<file path="src/rtl/keystroke_uart_tx_if.sv">
// Key-capture / UART-line bundle between the keyboard stage and the TX serialiser.
// master drives keys in; slave (the serialiser) drives the line and status back.
interface keystroke_uart_tx_if #(
  parameter int DEPTH = 8
);
  logic [7:0]               keyByte;
  logic                     keyReady;
  logic                     txOut;
  logic                     busy;
  logic [$clog2(DEPTH):0]   count;
  logic                     overflow;

  modport master (
    output keyByte,
    output keyReady,
    input  txOut,
    input  busy,
    input  count,
    input  overflow
  );

  modport slave (
    input  keyByte,
    input  keyReady,
    output txOut,
    output busy,
    output count,
    output overflow
  );
endinterface

</file>
<file path="src/rtl/keystroke_uart_tx.sv">
// Queues key bytes from the debounced keyboard stage in a small FIFO and sends
// them oldest-first as UART 8N1 frames; txOut is registered one cycle behind the FSM state.
module keystroke_uart_tx #(
  parameter int CLKS_PER_BIT = 1000,
  parameter int DEPTH        = 8
) (
  input  logic              clk,
  input  logic              RST,
  keystroke_uart_tx_if.slave bus
);

  localparam int AW = $clog2(DEPTH);
  localparam int CW = AW + 1;
  localparam int BW = $clog2(CLKS_PER_BIT);
  localparam logic [BW-1:0] BIT_LAST = BW'(CLKS_PER_BIT - 1);
  localparam logic [CW-1:0] FULL     = CW'(DEPTH);

  typedef enum logic [1:0] {
    ST_IDLE,
    ST_START,
    ST_DATA,
    ST_STOP
  } state_t;

  state_t          state_q, state_d;
  logic [AW-1:0]   wr_ptr_q, wr_ptr_d;
  logic [AW-1:0]   rd_ptr_q, rd_ptr_d;
  logic [CW-1:0]   count_q, count_d;
  logic            overflow_q, overflow_d;
  logic [BW-1:0]   clk_cnt_q, clk_cnt_d;
  logic [2:0]      bit_idx_q, bit_idx_d;
  logic [7:0]      shift_q, shift_d;
  logic            tx_q, tx_d;

  logic [7:0]      fifo_mem [DEPTH];

  logic            push;
  logic            pop;
  logic            bit_done;

  assign bit_done = (clk_cnt_q == BIT_LAST);

  // A pop frees a slot in the same cycle, so a full FIFO still accepts a key then.
  always_comb begin
    pop  = (state_q == ST_IDLE) && (count_q != '0);
    push = bus.keyReady && ((count_q != FULL) || pop);
  end

  always_ff @(posedge clk) begin
    if (push) begin
      fifo_mem[wr_ptr_q] <= bus.keyByte;
    end
  end

  always_comb begin
    wr_ptr_d   = wr_ptr_q;
    rd_ptr_d   = rd_ptr_q;
    count_d    = count_q;
    overflow_d = overflow_q;

    if (push) begin
      wr_ptr_d = wr_ptr_q + AW'(1);
    end
    if (pop) begin
      rd_ptr_d = rd_ptr_q + AW'(1);
    end
    if (push && !pop) begin
      count_d = count_q + CW'(1);
    end else if (pop && !push) begin
      count_d = count_q - CW'(1);
    end
    if (bus.keyReady && !push) begin
      overflow_d = 1'b1;
    end
  end

  always_comb begin
    state_d   = state_q;
    clk_cnt_d = bit_done ? '0 : clk_cnt_q + BW'(1);
    bit_idx_d = bit_idx_q;
    shift_d   = shift_q;

    case (state_q)
      ST_IDLE: begin
        clk_cnt_d = '0;
        if (pop) begin
          shift_d   = fifo_mem[rd_ptr_q];
          bit_idx_d = 3'd0;
          state_d   = ST_START;
        end
      end
      ST_START: begin
        if (bit_done) begin
          bit_idx_d = 3'd0;
          state_d   = ST_DATA;
        end
      end
      ST_DATA: begin
        if (bit_done) begin
          if (bit_idx_q == 3'd7) begin
            state_d = ST_STOP;
          end else begin
            bit_idx_d = bit_idx_q + 3'd1;
          end
        end
      end
      ST_STOP: begin
        if (bit_done) begin
          state_d = ST_IDLE;
        end
      end
      default: begin
        state_d   = ST_IDLE;
        clk_cnt_d = '0;
      end
    endcase
  end

  // Line level follows the current state, so each bit appears one cycle after its state begins.
  always_comb begin
    tx_d = 1'b1;
    case (state_q)
      ST_START: tx_d = 1'b0;
      ST_DATA:  tx_d = shift_q[bit_idx_q];
      default:  tx_d = 1'b1;
    endcase
  end

  always_ff @(posedge clk) begin
    if (RST) begin
      state_q    <= ST_IDLE;
      wr_ptr_q   <= '0;
      rd_ptr_q   <= '0;
      count_q    <= '0;
      overflow_q <= 1'b0;
      clk_cnt_q  <= '0;
      bit_idx_q  <= 3'd0;
      shift_q    <= 8'h00;
      tx_q       <= 1'b1;
    end else begin
      state_q    <= state_d;
      wr_ptr_q   <= wr_ptr_d;
      rd_ptr_q   <= rd_ptr_d;
      count_q    <= count_d;
      overflow_q <= overflow_d;
      clk_cnt_q  <= clk_cnt_d;
      bit_idx_q  <= bit_idx_d;
      shift_q    <= shift_d;
      tx_q       <= tx_d;
    end
  end

  assign bus.txOut    = tx_q;
  assign bus.busy     = (state_q != ST_IDLE);
  assign bus.count    = count_q;
  assign bus.overflow = overflow_q;

endmodule

</file>
<file path="src/flat_wrapper.sv">
// flat-port wrapper written by rule: the top's interface ports become plain ports
module keystroke_uart_tx_flat 
#(
  parameter int CLKS_PER_BIT = 1000,
  parameter int DEPTH        = 8
)
  (clk, RST, bus_keyByte, bus_keyReady, bus_txOut, bus_busy, bus_count, bus_overflow);
  keystroke_uart_tx_if #(.DEPTH(DEPTH)) bus_i ();
  input  logic clk;
  input  logic RST;
  input wire logic [$bits(bus_i.keyByte)-1:0] bus_keyByte;
  input wire logic [$bits(bus_i.keyReady)-1:0] bus_keyReady;
  output wire logic [$bits(bus_i.txOut)-1:0] bus_txOut;
  output wire logic [$bits(bus_i.busy)-1:0] bus_busy;
  output wire logic [$bits(bus_i.count)-1:0] bus_count;
  output wire logic [$bits(bus_i.overflow)-1:0] bus_overflow;
  assign bus_i.keyByte = bus_keyByte;
  assign bus_i.keyReady = bus_keyReady;
  assign bus_txOut = bus_i.txOut;
  assign bus_busy = bus_i.busy;
  assign bus_count = bus_i.count;
  assign bus_overflow = bus_i.overflow;
  keystroke_uart_tx #(.CLKS_PER_BIT(CLKS_PER_BIT), .DEPTH(DEPTH)) u_core (.clk(clk), .RST(RST), .bus(bus_i));
endmodule
</file>
<file path="config.mk">
export PLATFORM = sky130hd
export DESIGN_NAME = keystroke_uart_tx_flat
export DESIGN_NICKNAME = d
export VERILOG_FILES = /design/src/rtl/keystroke_uart_tx_if.sv /design/src/rtl/keystroke_uart_tx.sv /design/src/flat_wrapper.sv
export SDC_FILE = /design/constraint.sdc
export NUM_CORES = 1
export LEC_CHECK = 0
export ABC_AREA = 1
export CORE_MARGIN = 2
export CORE_UTILIZATION = 50
export DETAILED_ROUTE_END_ITERATION = 10
export PLACE_DENSITY = 0.68
export SLEW_MARGIN = 30
export SYNTH_ARGS = -nofsm -noshare
export SYNTH_HDL_FRONTEND = slang
export SYNTH_SLANG_ARGS = --single-unit
</file>
<file path="constraint.sdc">
create_clock -name clk -period 6.33 [get_ports clk]
set_clock_uncertainty 0.05 [all_clocks]
set_input_delay 1.266 -clock clk [delete_from_list [all_inputs] [get_ports clk]]
set_output_delay 1.266 -clock clk [all_outputs]
set_load 0.01 [all_outputs]
</file>
Word level (Yosys, flattened, before mapping)
Memory sizes are Yosys's and may differ from the RTL's. A register that Yosys moved wholly into a read port is not among the register bits.
Cells that the tools add are included.
{"block": "classes", "add_sub_neg": 6, "order_cmp": 1, "eq_ne": 12, "muxes": 18, "reduce_logical": 17}
{"operator": "2-to-1 mux 3 bit", "count": 4}
{"operator": "adder 10 x 1 -> 10 bit (second input constant)", "count": 1}
{"operator": "== test 10 bit (second input constant)", "count": 1}
{"operator": "2-to-1 mux 2 bit", "count": 5}
{"operator": "inequality test 2 x 1 -> 1 bit (second input constant)", "count": 5}
{"operator": "AND reduction 5 bit", "count": 2}
{"operator": "adder 3 x 1 -> 3 bit (second input constant)", "count": 3}
{"operator": "one-hot mux 3 bit (3 select lines)", "count": 1}
{"operator": "2-to-1 mux 4 bit", "count": 2}
{"operator": "one-hot mux 2 bit (4 select lines)", "count": 1}
{"operator": "logical AND 1 bit", "count": 5}
{"operator": "adder 4 x 1 -> 4 bit (second input constant)", "count": 1}
{"operator": "== test 2 bit (second input constant)", "count": 2}
{"operator": "< comparator 3 x 4 -> 1 bit (second input constant)", "count": 1}
{"operator": "inequality test 4 bit (second input constant)", "count": 1}
{"operator": "nonzero test 2 bit", "count": 2}
{"operator": "nonzero test 4 bit", "count": 1}
{"operator": "subtractor 4 x 1 -> 4 bit (second input constant)", "count": 1}
{"operator": "binary-select mux 1 bit (select 3 bit)", "count": 1}
{"operator": "== test 3 bit (second input constant)", "count": 1}
{"operator": "2-to-1 mux 1 bit", "count": 3}
{"operator": "nonzero test 3 bit", "count": 1}
{"operator": "OR reduction 3 bit", "count": 1}
{"operator": "== test 2 x 1 -> 1 bit (second input constant)", "count": 1}
{"operator": "other kinds (6)", "count": 7}
{"block": "word_totals", "register_bits": 27, "mem_bits_rw": 64, "input_bits": 11, "word_cells": 63, "memories": 1}
{"name": "u_core.fifo_mem", "depth": 8, "word_bits": 8, "read_ports": 1, "rd_ports_with_merged_regs": 1, "wr": 1, "line_no": "keystroke_uart_tx.sv:35", "rtl": "logic [7:0] fifo_mem [DEPTH];"}

Depth between registers and ports, before layout
Gate-level depths: netlist of run 1.
{"block": "logic_depth", "depth_word": 8, "ltp_mapped": 16, "ltp_nobuf": 16}

Worst setup path before layout of run 1
OpenSTA, ideal clock, no wires.
{"block": "synth_timing", "path_kind": "input-to-reg", "start": "input bus_keyReady", "end": "register u_core.count_q[3], in the netlist u_core.bus.count[3]", "arrival_ps": 2557, "required_ps": 6167, "path_slack_ps": 3610, "stages": 11, "path_buffers": 0, "path_cell_list": "nand2_1 inv_1 ha_1 inv_1 ha_1 a21oi_1 nand2_1 o21ai_0 nand2_1 nand2_1 nor2_1"}
{"block": "synth_between", "elab_chain_cells": 4, "elab_cells_between_ends": 6, "classes_between": "mux: 1; reduce/logical: 5"}
{"element": "start: declaration", "line_no": "flat_wrapper.sv:12", "rtl": "input wire logic [$bits(bus_i.keyReady)-1:0] bus_keyReady;"}
{"element": "logical AND 1 bit (*)", "line_no": "keystroke_uart_tx.sv:46", "rtl": "push = bus.keyReady && ((count_q != FULL) || pop);"}
{"element": "net u_core.push", "line_no": "keystroke_uart_tx.sv:37", "rtl": "logic push;"}
{"element": "logical NOT 1 bit", "line_no": "keystroke_uart_tx.sv:69", "rtl": "end else if (pop && !push) begin"}
{"element": "logical AND 1 bit", "line_no": "keystroke_uart_tx.sv:69"}
{"element": "nonzero test 2 bit (no line)"}
{"element": "end signal: assignment", "line_no": "keystroke_uart_tx.sv:144", "rtl": "count_q <= count_d;"}
{"element": "end: declaration", "line_no": "keystroke_uart_tx.sv:28", "rtl": "logic [CW-1:0] count_q, count_d;"}
The timed path passes the listed nets; every way through them passes the cells marked *.
A chain may end at the register's enable or synchronous reset.

Worst setup path in the final report of run 1
{"block": "layout_timing", "start": "register u_core.state_q[0]", "end": "output bus_busy"}
{"block": "layout_between", "elab_chain_cells": 1}
{"element": "start: declaration", "line_no": "keystroke_uart_tx.sv:25", "rtl": "state_t state_q, state_d;"}
{"element": "start signal: assignment", "line_no": "keystroke_uart_tx.sv:141", "rtl": "state_q <= state_d;"}
{"element": "nonzero test 2 bit", "line_no": "keystroke_uart_tx.sv:154", "rtl": "assign bus.busy = (state_q != ST_IDLE);"}
{"element": "end: declaration", "line_no": "flat_wrapper.sv:14", "rtl": "output wire logic [$bits(bus_i.busy)-1:0] bus_busy;"}
Every way passes these cells.

==> results of run 1 <==
flip-flops by register name, summed over array words and instances, names as in the netlist:
register and cells:
u_core.fifo_mem 64, u_core.clk_cnt_q 10, u_core.shift_q 8, u_core.bus.count 4, u_core.bit_idx_q 3, u_core.rd_ptr_q 3, u_core.wr_ptr_q 3, u_core.state_q 2
u_core.bus.overflow 1, u_core.bus.txOut 1
final cells by class:
class / count / area [um2] / area share
Clock inverter: 7 / 58.8 / 0.0126
Tap cell: 105 / 131 / 0.0281
Inverter: 31 / 116 / 0.0249
Timing Repair Buffer: 18 / 178 / 0.0380
Multi-Input combinational cell: 282 / 1440 / 0.309
Clock buffer: 9 / 124 / 0.0265
Sequential cell: 99 / 2620 / 0.561
cell usage in the layout, fill, tap and decap left out, types with 2 or more instances in the layout:
cell and count:
nor2_4 2, edfxtp_1 64, nand3_1 17, o21ai_1 10, clkbuf_8 9, a21oi_1 24
ha_1 12, inv_1 29, o211ai_1 16, and3_1 2, nand2_1 46, clkinv_4 2
nor2_1 95, dfxtp_1 34, nand4_1 3, nand2_2 2, o21ai_0 35, clkdlybuf4s50_1 17
xor2_1 3, nor3_1 5, inv_6 2
cell families after synthesis:
family / synth area share
buffers and inverters: 0.0450
flip-flops: 0.616
adder cells (fa/ha/maj): 0.0400
AND/OR/NAND/NOR: 0.176
AO/OA/AOI/OAI: 0.117
XOR/XNOR: 0.00617
worst max-delay path by stage:
stage                       from                   to  slack (ns)  cells after the start
6_report       u_core.state_q[0]             bus_busy        3.26                      4
2_1_floorplan       bus_keyReady  u_core.bus.count[3]        3.61                     11
5_1_grt             bus_keyReady  u_core.bus.count[3]        3.14                     13
3_5_place_dp        bus_keyReady  u_core.bus.count[3]        2.95                     12
3_3_place_gp        bus_keyReady  u_core.bus.count[3]        3.05                     12
4_1_cts        u_core.state_q[0]             bus_busy        3.24                      4
layer usage:
layer  up-vias  routed length, um  track usage
li1       1491                  -            -
met1      1350               4020        0.286
met2        43               3650        0.282
met3         7                305       0.0431
met4         0                 64       0.0524
met5         -                  0            0
where the power goes:
| part | internal [mW] | leakage [nW] | total (mW) | switching [mW] |
|---|---|---|---|---|
| sequential | 0.764 | 0.868 | 0.833 | 0.0683 |
| clock | 0.149 | 0.0921 | 0.381 | 0.231 |
| combinational | 0.229 | 0.738 | 0.618 | 0.389 |
metrics by stage:
step                instances  area, um2
floorplan                 427       4260
global placement          535       4490
detailed placement        535       4490
CTS                       551       4680
global route              551       4680
finish                    551       4680
critical path: stages, from the launching register on:
cell and delay (ns):
dfxtp_1 0.41, inv_1 0.08, ha_1 0.24, inv_1 0.12, clkdlybuf4s50_1 0.55
Yosys cell counts:
cell type  number
nand3_4         1
nor3_1          5
nor2_1         95
nand2_2         2
nand4_1         3
inv_1          29
dfxtp_1        35
inv_2           1
clkinv_1        1
buf_2          12
nand3_1        17
buf_4           1
a21oi_1        24
nor2_2          1
o22ai_1         1
nor2_4          2
xor2_1          3
a21boi_2        1
and2_1          1
and3_1          2
o21a_1          1
nand3b_1        1
fa_1            1
o31ai_1         1
nand2_1        46
ha_1           12
o211ai_1       16
edfxtp_1       64
clkbuf_1        2
o21ai_0        35
or2_2           1
o21ai_1        10
==> flow_summary.toml, run 1 <==
[power_and_ir_drop]
powerDensity_mw_per_mm2 = 392
max-vdd-ir-drop_mv = 0.154
power_mw = 1.83
p_leak_nw = 1.70

[placed_design]
dp_slack_ns = 2.95
hpwlAfterDp_mm = 5.43
place.gp.congestion = 0.771
port-buffer-count = 17

[logic_synthesis]
synth_seq_cells = 99
synth_cells = 427
netlist_area_mm2 = 0.00426
ys_types = 32
yosysWarnings = 0
synth_fp_nets = 451
ys_seq_area_frac = 0.616
synth_top_area_frac = 0.451
avgSynthCellArea_um2 = 9.97
yosysTopAreaCell = "edfxtp_1"
synth_area_leaders = "edfxtp_1, dfxtp_1, nor2_1"

[timing]
holdWs_ns = 0.422
timing.fmax_mhz = 325
final-max-slew-violation-count = 0
relSlewSlack = 0.458
fin_crit_sh = 0.485
worstMarginPinSlew_ns = 0.811
period_needed_ns = 3.07
rsz0062_at_grt = "no"
fin_tns_setup_ns = 0
setup_viol = 0
final-hold-violation-count = 0
setup_ws_ns = 3.26

[cts]
cts_setup_buffers = 0
htreeDepth = 3
cts_tree = "done"
cts_made_buffers = 9
cts-root-buf = "clkbuf_8"
cts_buffer_depth = 2
hold_buffers = 0
cts_resized = 0
path_clk_slew_ns = 0.10
clock_sink_count = 99
clk-insertion-delay-late_ns = 0.36

[setup_path]
reg2reg_slack_ns = 3.63
reg2reg_from = "u_core.state_q[0]"
r2r_end = "u_core.bus.count[3]"
worstPathArrival_ns = 1.76
start_kind = "flop"
path_max_fanout = 4
critPathRequiredTime_ns = 5.01
endpoint_kind = "output port"
crit_type = "flop to output port"
reg2reg_depth = 16

[min_path]
min_delay_path_depth = 2
hp-start = "u_core.clk_cnt_q[9]"
hold_path_end = "u_core.clk_cnt_q[9]"
hold_path.class = "flop to flop"

[routing]
drt_pass1_iterations = 4
wl_per_cell_um = 14.6
totalWireLength_mm = 8.04
post-route-drc-count = 0
ant_nets = 0
vias = 2891
viasPerCell = 5.25
drtIter0Drc = 163

[job]
cap_violations = 0

[global_routing]
grt_max_degree = 35
grt_pass1_vias = 2649
grt_pass1_wl_mm = 13.3
overflow = 0
antenna_found_initial = 0
grt_usage = 0.192

[floorplanning]
die_x_um = 96.3
start_util = 0.518
dieArea_mm2 = 0.00927
die_y_um = 96.3
rows = 33
io_pins = 18
coreArea_mm2 = 0.00822

[layout]
drive_above_1_share = 0.0605
fillerInstances = 706
syn_to_final_growth_pct = 9.81
diodes = 0
postLayoutCoreUtil = 0.569
final_nets = 465

[run_status]
status = "completed"
Power figures use the tool's default switching activity.
==> inputs of run 2 (changes only) <==
==> constraint.sdc (replaced) <==
create_clock -name clk -period 2.95 [get_ports clk]
set_clock_uncertainty 0.05 [all_clocks]
set_input_delay 0.59 -clock clk [delete_from_list [all_inputs] [get_ports clk]]
set_output_delay 0.59 -clock clk [all_outputs]
set_load 0.01 [all_outputs]
==> run 2 against run 1 <==
Effect of this change: clock power grew to 2.5 times the previous value; worst hold slack gained 0.0024 ns; final area up 2.8%.
==> flow_summary.toml, run 2 (same netlist as run 1, synthesis figures left out) <==
[run_status]
status = "completed"

[layout]
final_common_cell = "nor2_1"
diodes = 0
drive_above_1_share = 0.0808
reg.largest.list = "u_core.fifo_mem (64), u_core.clk_cnt_q (10), u_core.shift_q (8)"
final_area_mm2 = 0.00480
layout_common_cells = "nor2_1, edfxtp_1, nand2_1"
final_nets = 477
regMostFlops = "u_core.fifo_mem"
largest_reg_flops = 64
syn_to_final_growth_pct = 12.8
fillerInstances = 712

[timing]
fin_tns_setup_ns = 0
setup_ws_ns = 0.341
setup_viol = 0
worstMarginPinSlew_ns = 0.587
timing.fmax_mhz = 383
relSlewSlack = 0.608
fin_crit_sh = 0.884
final-hold-violation-count = 0
rsz0062_at_grt = "no"
period_needed_ns = 2.61
final-max-slew-violation-count = 0

[floorplanning]
dieArea_mm2 = 0.00927
start_util = 0.518
die_y_um = 96.3
io_pins = 18
coreArea_mm2 = 0.00822
die_x_um = 96.3
rows = 33

[setup_path]
crit_type = "flop to flop"
crit_end = "u_core.bus.count[3]"
r2r_end = "u_core.bus.count[3]"
cp-startpoint = "u_core.state_q[0]"
reg2reg_slack_ns = 0.34
endpoint_kind = "flop"
worstPathArrival_ns = 2.83
reg2reg_from = "u_core.state_q[0]"
reg2reg_depth = 15
path_max_fanout = 5
critPathRequiredTime_ns = 3.17
start_kind = "flop"

[power_and_ir_drop]
swShare = 0.360
max-vdd-ir-drop_mv = 0.426
pwr-share-seq = 0.431
power_mw = 4.12
powerDensity_mw_per_mm2 = 858
p_clk_frac = 0.235
combPwrFrac = 0.333
switchingPower_mw = 1.48
intPower_mw = 2.64
p_leak_nw = 1.77

[routing]
ant_nets = 0
m1WireLength_mm = 4.03
drtIter0Drc = 277
totalWireLength_mm = 8.65
met3_length_um = 450
vias = 3016
drt_pass1_iterations = 4
viasPerCell = 5.36
top_layer = "met4"
post-route-drc-count = 0
wl_met2_mm = 4.00
wl_per_cell_um = 15.4

[cts]
clock_sink_count = 99
htreeDepth = 3
cts_made_buffers = 9
hold_buffers = 0
cts-root-buf = "clkbuf_8"
path_clk_slew_ns = 0.09
cts_buffer_depth = 2
cts_setup_buffers = 0
clk-insertion-delay-late_ns = 0.37
cts_resized = 0
cts_tree = "done"

[placed_design]
dp_slack_ns = 0.288
port-buffer-count = 17
hpwlAfterDp_mm = 5.62
postPlaceCellArea_mm2 = 0.00458
place.gp.congestion = 0.774

[global_routing]
grt_max_degree = 35
grt_usage = 0.202
antenna_found_initial = 0
grt_pass1_wl_mm = 13.7
overflow = 0
grt_pass1_vias = 2656

[min_path]
hold_path.class = "flop to flop"

[job]
cap_violations = 0
## run 2: worst min path at each step
stage                     endpoint  slack [ns]                 from  cells past startpoint
2_1_floorplan  u_core.clk_cnt_q[0]        0.38  u_core.clk_cnt_q[0]                      1
3_3_place_gp   u_core.clk_cnt_q[0]        0.40  u_core.clk_cnt_q[0]                      1
3_5_place_dp   u_core.bus.overflow        0.41  u_core.bus.overflow                      1
4_1_cts        u_core.clk_cnt_q[9]        0.43  u_core.clk_cnt_q[9]                      2
5_1_grt        u_core.bus.overflow        0.44  u_core.bus.overflow                      1
6_report       u_core.bus.overflow        0.42  u_core.bus.overflow                      1
## run 2: power groups by stage
stage / clock network [mW] / registers, mW / logic (mW)
floorplan: 0 / 1.77 / 1.02
global placement: 0 / 1.80 / 1.34
detailed placement: 0 / 1.81 / 1.38
CTS: 0.979 / 1.78 / 1.38
global route: 1.04 / 1.80 / 1.58
finish: 0.971 / 1.78 / 1.38
## run 2: layer usage
metal / vias to the layer above / GRT usage
met5: - / 0
met4: 0 / 0.0917
met3: 16 / 0.0352
met2: 76 / 0.313
met1: 1408 / 0.279
li1: 1516 / -
## run 2: metrics by stage
stage	instances	hold WS (ns)	utilization
floorplan	427	0.380	-
global placement	547	0.396	0.558
detailed placement	547	0.407	0.558
CTS	563	0.426	0.585
global route	563	0.442	0.585
finish	563	0.424	0.585
## run 2: final cells by class
type                    count  area, um2  share of cell area
clock buffers              10        128              0.0266
inverters                  31        116              0.0242
flip-flops and latches     99       2620               0.546
well taps                 105        131              0.0273
multi-input cells         282       1440               0.301
repair buffers             30        268              0.0557
clock inverters             6       95.1              0.0198
## run 2: worst max-delay path, stage by stage, from the launching register on
cell,delay (ns)
dfxtp_1,0.41
inv_1,0.09
ha_1,0.24
inv_1,0.10
nand4_1,0.13
nand2_1,0.16
inv_1,0.10
ha_1,0.18
inv_1,0.13
ha_1,0.29
a21oi_1,0.15
nand2_1,0.08
a21oi_1,0.13
o21ai_0,0.13
nor2_1,0.10
nor2_1,0.05
